### config.mk
export PLATFORM = sky130hd
export DESIGN_NAME = sc_stream_gen_15
export DESIGN_NICKNAME = d
export VERILOG_FILES = /design/src/rtl/sc_gen_pkg.sv /design/src/rtl/sc_lfsr8.sv /design/src/rtl/sc_stream_gen_15.sv
export SDC_FILE = /design/constraint.sdc
export NUM_CORES = 1
export LEC_CHECK = 0
export CAP_MARGIN = 20
export CORE_AREA = 3 3 78 80
export CTS_CLUSTER_SIZE = 24
export DETAILED_ROUTE_END_ITERATION = 7
export DIE_AREA = 0 0 81 83
export GPL_ROUTABILITY_DRIVEN = 0
export HOLD_SLACK_MARGIN = 0.03
export PLACE_DENSITY = 0.76
export SETUP_SLACK_MARGIN = 0.1
export SYNTH_ARGS = -nofsm -noshare
export SYNTH_HDL_FRONTEND = slang
export SYNTH_SLANG_ARGS = --single-unit
### constraint.sdc
create_clock -name clk -period 2.15 [get_ports clk]
set_clock_uncertainty 0.05 [all_clocks]
set_input_delay 0.215 -clock clk [delete_from_list [all_inputs] [get_ports clk]]
set_output_delay 0.215 -clock clk [all_outputs]
set_load 0.01 [all_outputs]
### src/rtl/sc_gen_pkg.sv
// Shared constants, state encoding and LFSR helper for the 15-lane
// stochastic stream generator.
package sc_gen_pkg;

    // Number of parallel stochastic lanes and the threshold spacing between them.
    localparam int LANES     = 15;
    localparam int LANE_STEP = 16;

    // LFSR value after reset. Any nonzero value works; 8'h01 keeps traces readable.
    localparam logic [7:0] LFSR_SEED_DEFAULT = 8'h01;

    // Feedback taps r[7], r[5], r[4], r[3] (maximal-length, period 255).
    localparam logic [7:0] LFSR_TAP_MASK = 8'hB8;

    // Generator states.
    typedef enum logic [0:0] {
        IDLE = 1'b0,
        GEN  = 1'b1
    } gen_state_e;

    // Plain-vector views of the states for the legacy-style state register.
    localparam logic [0:0] ST_IDLE = IDLE;
    localparam logic [0:0] ST_GEN  = GEN;

    // One Fibonacci step: shift left, feedback enters at bit 0.
    function automatic logic [7:0] lfsr_next(input logic [7:0] r);
        return {r[6:0], ^(r & LFSR_TAP_MASK)};
    endfunction

endpackage

### src/rtl/sc_lfsr8.sv
// 8-bit Fibonacci LFSR with synchronous reset, parallel load and step enable.
// Load has priority over stepping so a new seed always wins.
module sc_lfsr8
    import sc_gen_pkg::*;
(
    input  logic       clk,
    input  logic       rst,
    input  logic       load,
    input  logic [7:0] seed,
    input  logic       en,
    output logic [7:0] state
);

    // State register: reset to the default seed, load a seed, or advance one step.
    always_ff @(posedge clk) begin
        if (rst) begin
            state <= LFSR_SEED_DEFAULT;
        end else if (load) begin
            state <= seed;
        end else if (en) begin
            state <= lfsr_next(state);
        end
    end

endmodule

### src/rtl/sc_stream_gen_15.sv
// Stochastic bit-stream generator feeding a 15-lane parallel counter.
// One request (probability numerator, length, optional seed) produces
// a burst of beats; each beat carries 15 bits, lane i being
// value > ((lfsr + 16*i) mod 256).
//
// Handshake semantics (both ports): a transfer happens on a rising edge
// where valid and ready are both high. A producer holding valid keeps its
// payload stable until the transfer; ready may change freely.
//   in  side: in_ready is high only in IDLE, so requests arriving during
//             a burst are ignored and never queued.
//   out side: out_valid is high for the whole of GEN; out_stream/out_last
//             are pure functions of registered state, so they cannot move
//             while the consumer stalls.
// Only INPUT_WIDTH = 8 is supported, since the lane thresholds are 8-bit.
module sc_stream_gen_15
    import sc_gen_pkg::*;
#(
    parameter int INPUT_WIDTH = 8,
    parameter int LEN_WIDTH   = 8
) (
    input  logic                   clk,
    input  logic                   rst,
    input  logic                   in_valid,
    output logic                   in_ready,
    input  logic [INPUT_WIDTH-1:0] in_value,
    input  logic [LEN_WIDTH-1:0]   in_len,
    input  logic [7:0]             in_seed,
    output logic                   out_valid,
    input  logic                   out_ready,
    output logic [LANES-1:0]       out_stream,
    output logic                   out_last,
    output logic [0:0]             dbg_state,
    output logic [7:0]             dbg_lfsr
);

    logic [0:0]             state_q;
    logic [INPUT_WIDTH-1:0] value_q;
    logic [LEN_WIDTH-1:0]   cnt_q;
    logic [7:0]             lfsr_q;

    logic in_gen;
    logic req_accept;
    logic beat_fire;
    logic last_beat;
    logic lfsr_load;

    // Handshake and control decode from the registered state.
    always_comb begin
        in_gen     = (state_q == ST_GEN);
        req_accept = (state_q == ST_IDLE) && in_valid;
        beat_fire  = in_gen && out_ready;
        last_beat  = (cnt_q == LEN_WIDTH'(1));
        lfsr_load  = req_accept && (in_seed != 8'h00);
    end

    // FSM, latched probability and remaining-beat counter.
    // A length of 0 wraps through all 2^LEN_WIDTH counts before reaching 1,
    // which is what gives it the full-range meaning.
    always_ff @(posedge clk) begin
        if (rst) begin
            state_q <= ST_IDLE;
            value_q <= '0;
            cnt_q   <= '0;
        end else begin
            case (state_q)
                ST_IDLE: begin
                    if (in_valid) begin
                        value_q <= in_value;
                        cnt_q   <= in_len;
                        state_q <= ST_GEN;
                    end
                end
                ST_GEN: begin
                    if (out_ready) begin
                        cnt_q <= cnt_q - LEN_WIDTH'(1);
                        if (last_beat) begin
                            state_q <= ST_IDLE;
                        end
                    end
                end
                default: begin
                    state_q <= ST_IDLE;
                end
            endcase
        end
    end

    // Random source: reseeded on acceptance when a seed is given, stepped
    // once per transferred beat so a stalled beat keeps its random value.
    sc_lfsr8 u_lfsr (
        .clk   (clk),
        .rst   (rst),
        .load  (lfsr_load),
        .seed  (in_seed),
        .en    (beat_fire),
        .state (lfsr_q)
    );

    // Lane comparators: each lane sees the LFSR value rotated by its own
    // offset, so lanes are decorrelated within a beat at no extra LFSR cost.
    for (genvar g = 0; g < LANES; g++) begin : g_lane
        localparam logic [7:0] LANE_OFFS = 8'((LANE_STEP * g) % 256);
        logic [7:0] thresh;
        assign thresh        = lfsr_q + LANE_OFFS;
        assign out_stream[g] = in_gen && (value_q > thresh);
    end

    // Port outputs: all derived from registers, no input-to-output path.
    always_comb begin
        in_ready  = (state_q == ST_IDLE);
        out_valid = in_gen;
        out_last  = in_gen && last_beat;
        dbg_state = state_q;
        dbg_lfsr  = lfsr_q;
    end

endmodule
==> impl_results.md <==
* Status: complete, but fails checks
* Failing checks: negative setup slack
* Critical path data arrival time at 2.18 ns
* Setup-failing EPs final at 15
* Worst skew pair latency at 0.27 ns
* Startpoint types: flop
* Remaining Overflow, GRT at 0
* Overall Global Routing Usage at 0.245
* Yosys cell types at 52
* Sequential area share after synthesis at 0.204
* Async SR Flop Fraction at 0
* Clock transition at the registers of the reported paths at 0.09 ns
* Post-synth top area cell: ha_1
* Largest cells by area after synthesis: ha_1, dfxtp_1, nand2_1
* Post-synthesis adder-cell area fraction at 0.214
* Die area at 0.00672 mm²
* Yosys top cell area share at 0.214
* Final worst slack at -0.290 ns
* Wire per inst at 17.2 µm
* Hold WS at 0.410 ns
* Antenna Cells at 0
* Synth warn at 0
* Syn Nets at 386
* Multiplexer share of the synthesized area at 0.0128
* CTS Buffer Depth at 2
* PortBufs at 54
* Initial Utilization at 0.448
* Area added between synthesis and finish at 67.1%
* Synth Area per Inst at 7.76 µm²
* Cts bufs inserted at 3
* HP Class: flop to flop
* FF+latch count, synth at 25
* Simple-Gate Fraction of Synth Area at 0.210
* DR iter-0 viols at 99
* Largest net degree at the start of global routing at 20
* Unrepaired setup endpoints after global routing: true
* Area share of xor/xnor cells in the synthesized design at 0.0393
* Worst-path fanout max at 3
* Vias/cell at 5.59
* Worst EP required at 1.88 ns
* Vias in the first global route at 2929
* Die Width at 81 µm
* Peak Freq at 410 MHz
* Largest family of logic cells by synthesized area: compound AO/OA/AOI/OAI gates
* Row cnt at 27
* Crit path time final at 2.44 ns
* DRC at 0
* Power Dens Cells at 452 mW/mm²
* Post-Syn Instances at 316
* DP HPWL at 5670 µm
* Drt first pass iters at 4
* TritonCTS clock tree: done
* CP Capture Type: primary output
* Worst-Margin Slew at 0.532 ns
* Placed cells at 485
* Max transition margin at 0.644
* Final wirelength at 8690 µm
* Total power draw at 1.85 mW
* Layout Nets at 504
* Cell area after synthesis at 0.00245 mm²
* CTS Sinks at 25
* Initial antenna violation count at 0
* Vias at 2822
* CTS H-tree lvls at 1
* Top Ports at 55
* Synth Area in Compound Gates at 0.244
* Fin cells at 505
* Core Region at 0.00547 mm²
* Number of synthesized flops with an enable pin at 0
* Max_cap viols at 0
* CTS root buf: clkbuf_8
* Routed Antenna Nets at 0
* Slew Limit Fails at 0
* First-pass GRT wire length at 13400 µm
* Vert. Die Dim at 83 µm
* Final TNS setup at -2.45 ns
* Peak supply drop at 0.314 mV
* Top_reg_cell synth: dfxtp_1
* Leak pwr at 1.79 nW
* Final Hold Fails at 0
* Layout cell share with drive strength beyond 1 at 0.406
* WS Path Type: flop to primary output
* Fin crit share at 1.14
==> critical path, cell delays in order, from the launching register on <==
cell       delay, ns
dfxtp_2         0.35
inv_2           0.05
ha_4            0.28
nand3b_1        0.19
buf_4           0.21
a2111oi_4       0.43
nor3_2          0.10
nor3_2          0.15
buf_2           0.15
==> placed cells by master, fill, tap and decap left out, types with 3 or more instances in the layout <==
master,n
inv_1,22
dfxtp_1,15
dfxtp_4,3
clkdlybuf4s50_1,38
and2_1,3
a31oi_1,5
and3_1,4
nor3_2,7
o21a_1,6
inv_2,7
ha_1,22
nand2b_1,3
ha_4,17
a21oi_2,3
nand2_1,42
nor3_1,5
buf_6,5
a21oi_1,24
xnor2_2,3
a221o_1,4
clkbuf_8,3
nand3_1,3
o21ai_0,6
o211ai_1,3
dfxtp_2,7
nor4_1,4
xnor2_1,4
a21oi_4,4
buf_4,68
nor2_1,11
ha_2,3
o221ai_1,5
a21o_1,7
buf_2,16
==> metrics by stage <==
stage	setup slack, ns	cell area (µm²)	utilization
2_1_floorplan	0.107	2500	-
3_3_place_gp	-0.432	3490	0.638
6_report	-0.290	4100	0.749
5_1_grt	-0.391	4100	0.749
3_5_place_dp	-0.470	3490	0.638
4_1_cts	-0.262	3850	0.704
==> flip-flops by register name (all words and copies together) (netlist names) <==
signal        count
u_lfsr.state      8
dbg_state         1
value_q           8
cnt_q             8
==> cell usage after synthesis (all sizes together), types with 2 or more instances <==
master and count:
nor4 5, nor2 11, a21o 7, nor2b 4, and3b 2, a31oi 5
nor3 12, nand4 2, mux2i 2, and3 6, a311oi 2, o211ai 3
xnor2 8, dfxtp 25, nand3b 2, inv 31, o221ai 6, a221o 4
o21a 6, nand3 4, a211oi 5, nand2 43, a221oi 2, nand2b 3
ha 42, a21oi 31, buf 8, clkbuf 7, and2 3, o21ai 8
xor2 3
==> cells by family (layout without fill, tap and decap cells) <==
| family | Yosys count | in the layout |
|---|---|---|
| and+or+nand+nor | 101 | 101 |
| AOI/OAI and AO/OA | 88 | 88 |
| buffers and inverters | 46 | 163 |
| adders and majority gates | 42 | 42 |
| DFF | 25 | 25 |
| xor gates and xnor gates | 11 | 11 |
| muxes | 3 | 3 |
==> path summary, 6_finish.rpt <==
kind	end	cells past startpoint	slack (ns)	from
min	value_q[0]	2	0.41	value_q[0]
min reg2reg	value_q[0]	2	0.41	value_q[0]
max	out_stream[9]	8	-0.29	u_lfsr.state[2]
max reg2reg	cnt_q[5]	5	0.33	dbg_state
==> repair_timing <==
item	4_1_cts	5_1_grt
hold buffers	0	0
gates resized for setup	117	40
endpoints found under the setup margin	16	26
setup buffers	13	4
pin swaps	37	14
==> report_power, final <==
group          switching, mW  internal [mW]
Clock                  0.146          0.130
Combinational          0.491          0.535
Sequential            0.0505          0.499
Total                  0.688           1.16
==> metal layers <==
layer,vias to the layer above,part of all wire,track usage
met5,-,0,0
met4,0,0.036,0.0922
met3,34,0.034,0.0239
met2,85,0.53,0.456
met1,1332,0.40,0.277
li1,1371,-,-
==> final cells by class <==
| type | count | area (µm²) |
|---|---|---|
| fill | 375 | 1380 |
| inverter | 31 | 124 |
| clock inverter | 1 | 5.00 |
| clock buffer | 3 | 41.3 |
| sequential | 25 | 520 |
| tap | 72 | 90.1 |
| timing repair buffer | 128 | 1050 |
| multi-input combinational | 245 | 2270 |
No activity file was read; power rests on OpenSTA's default activity.
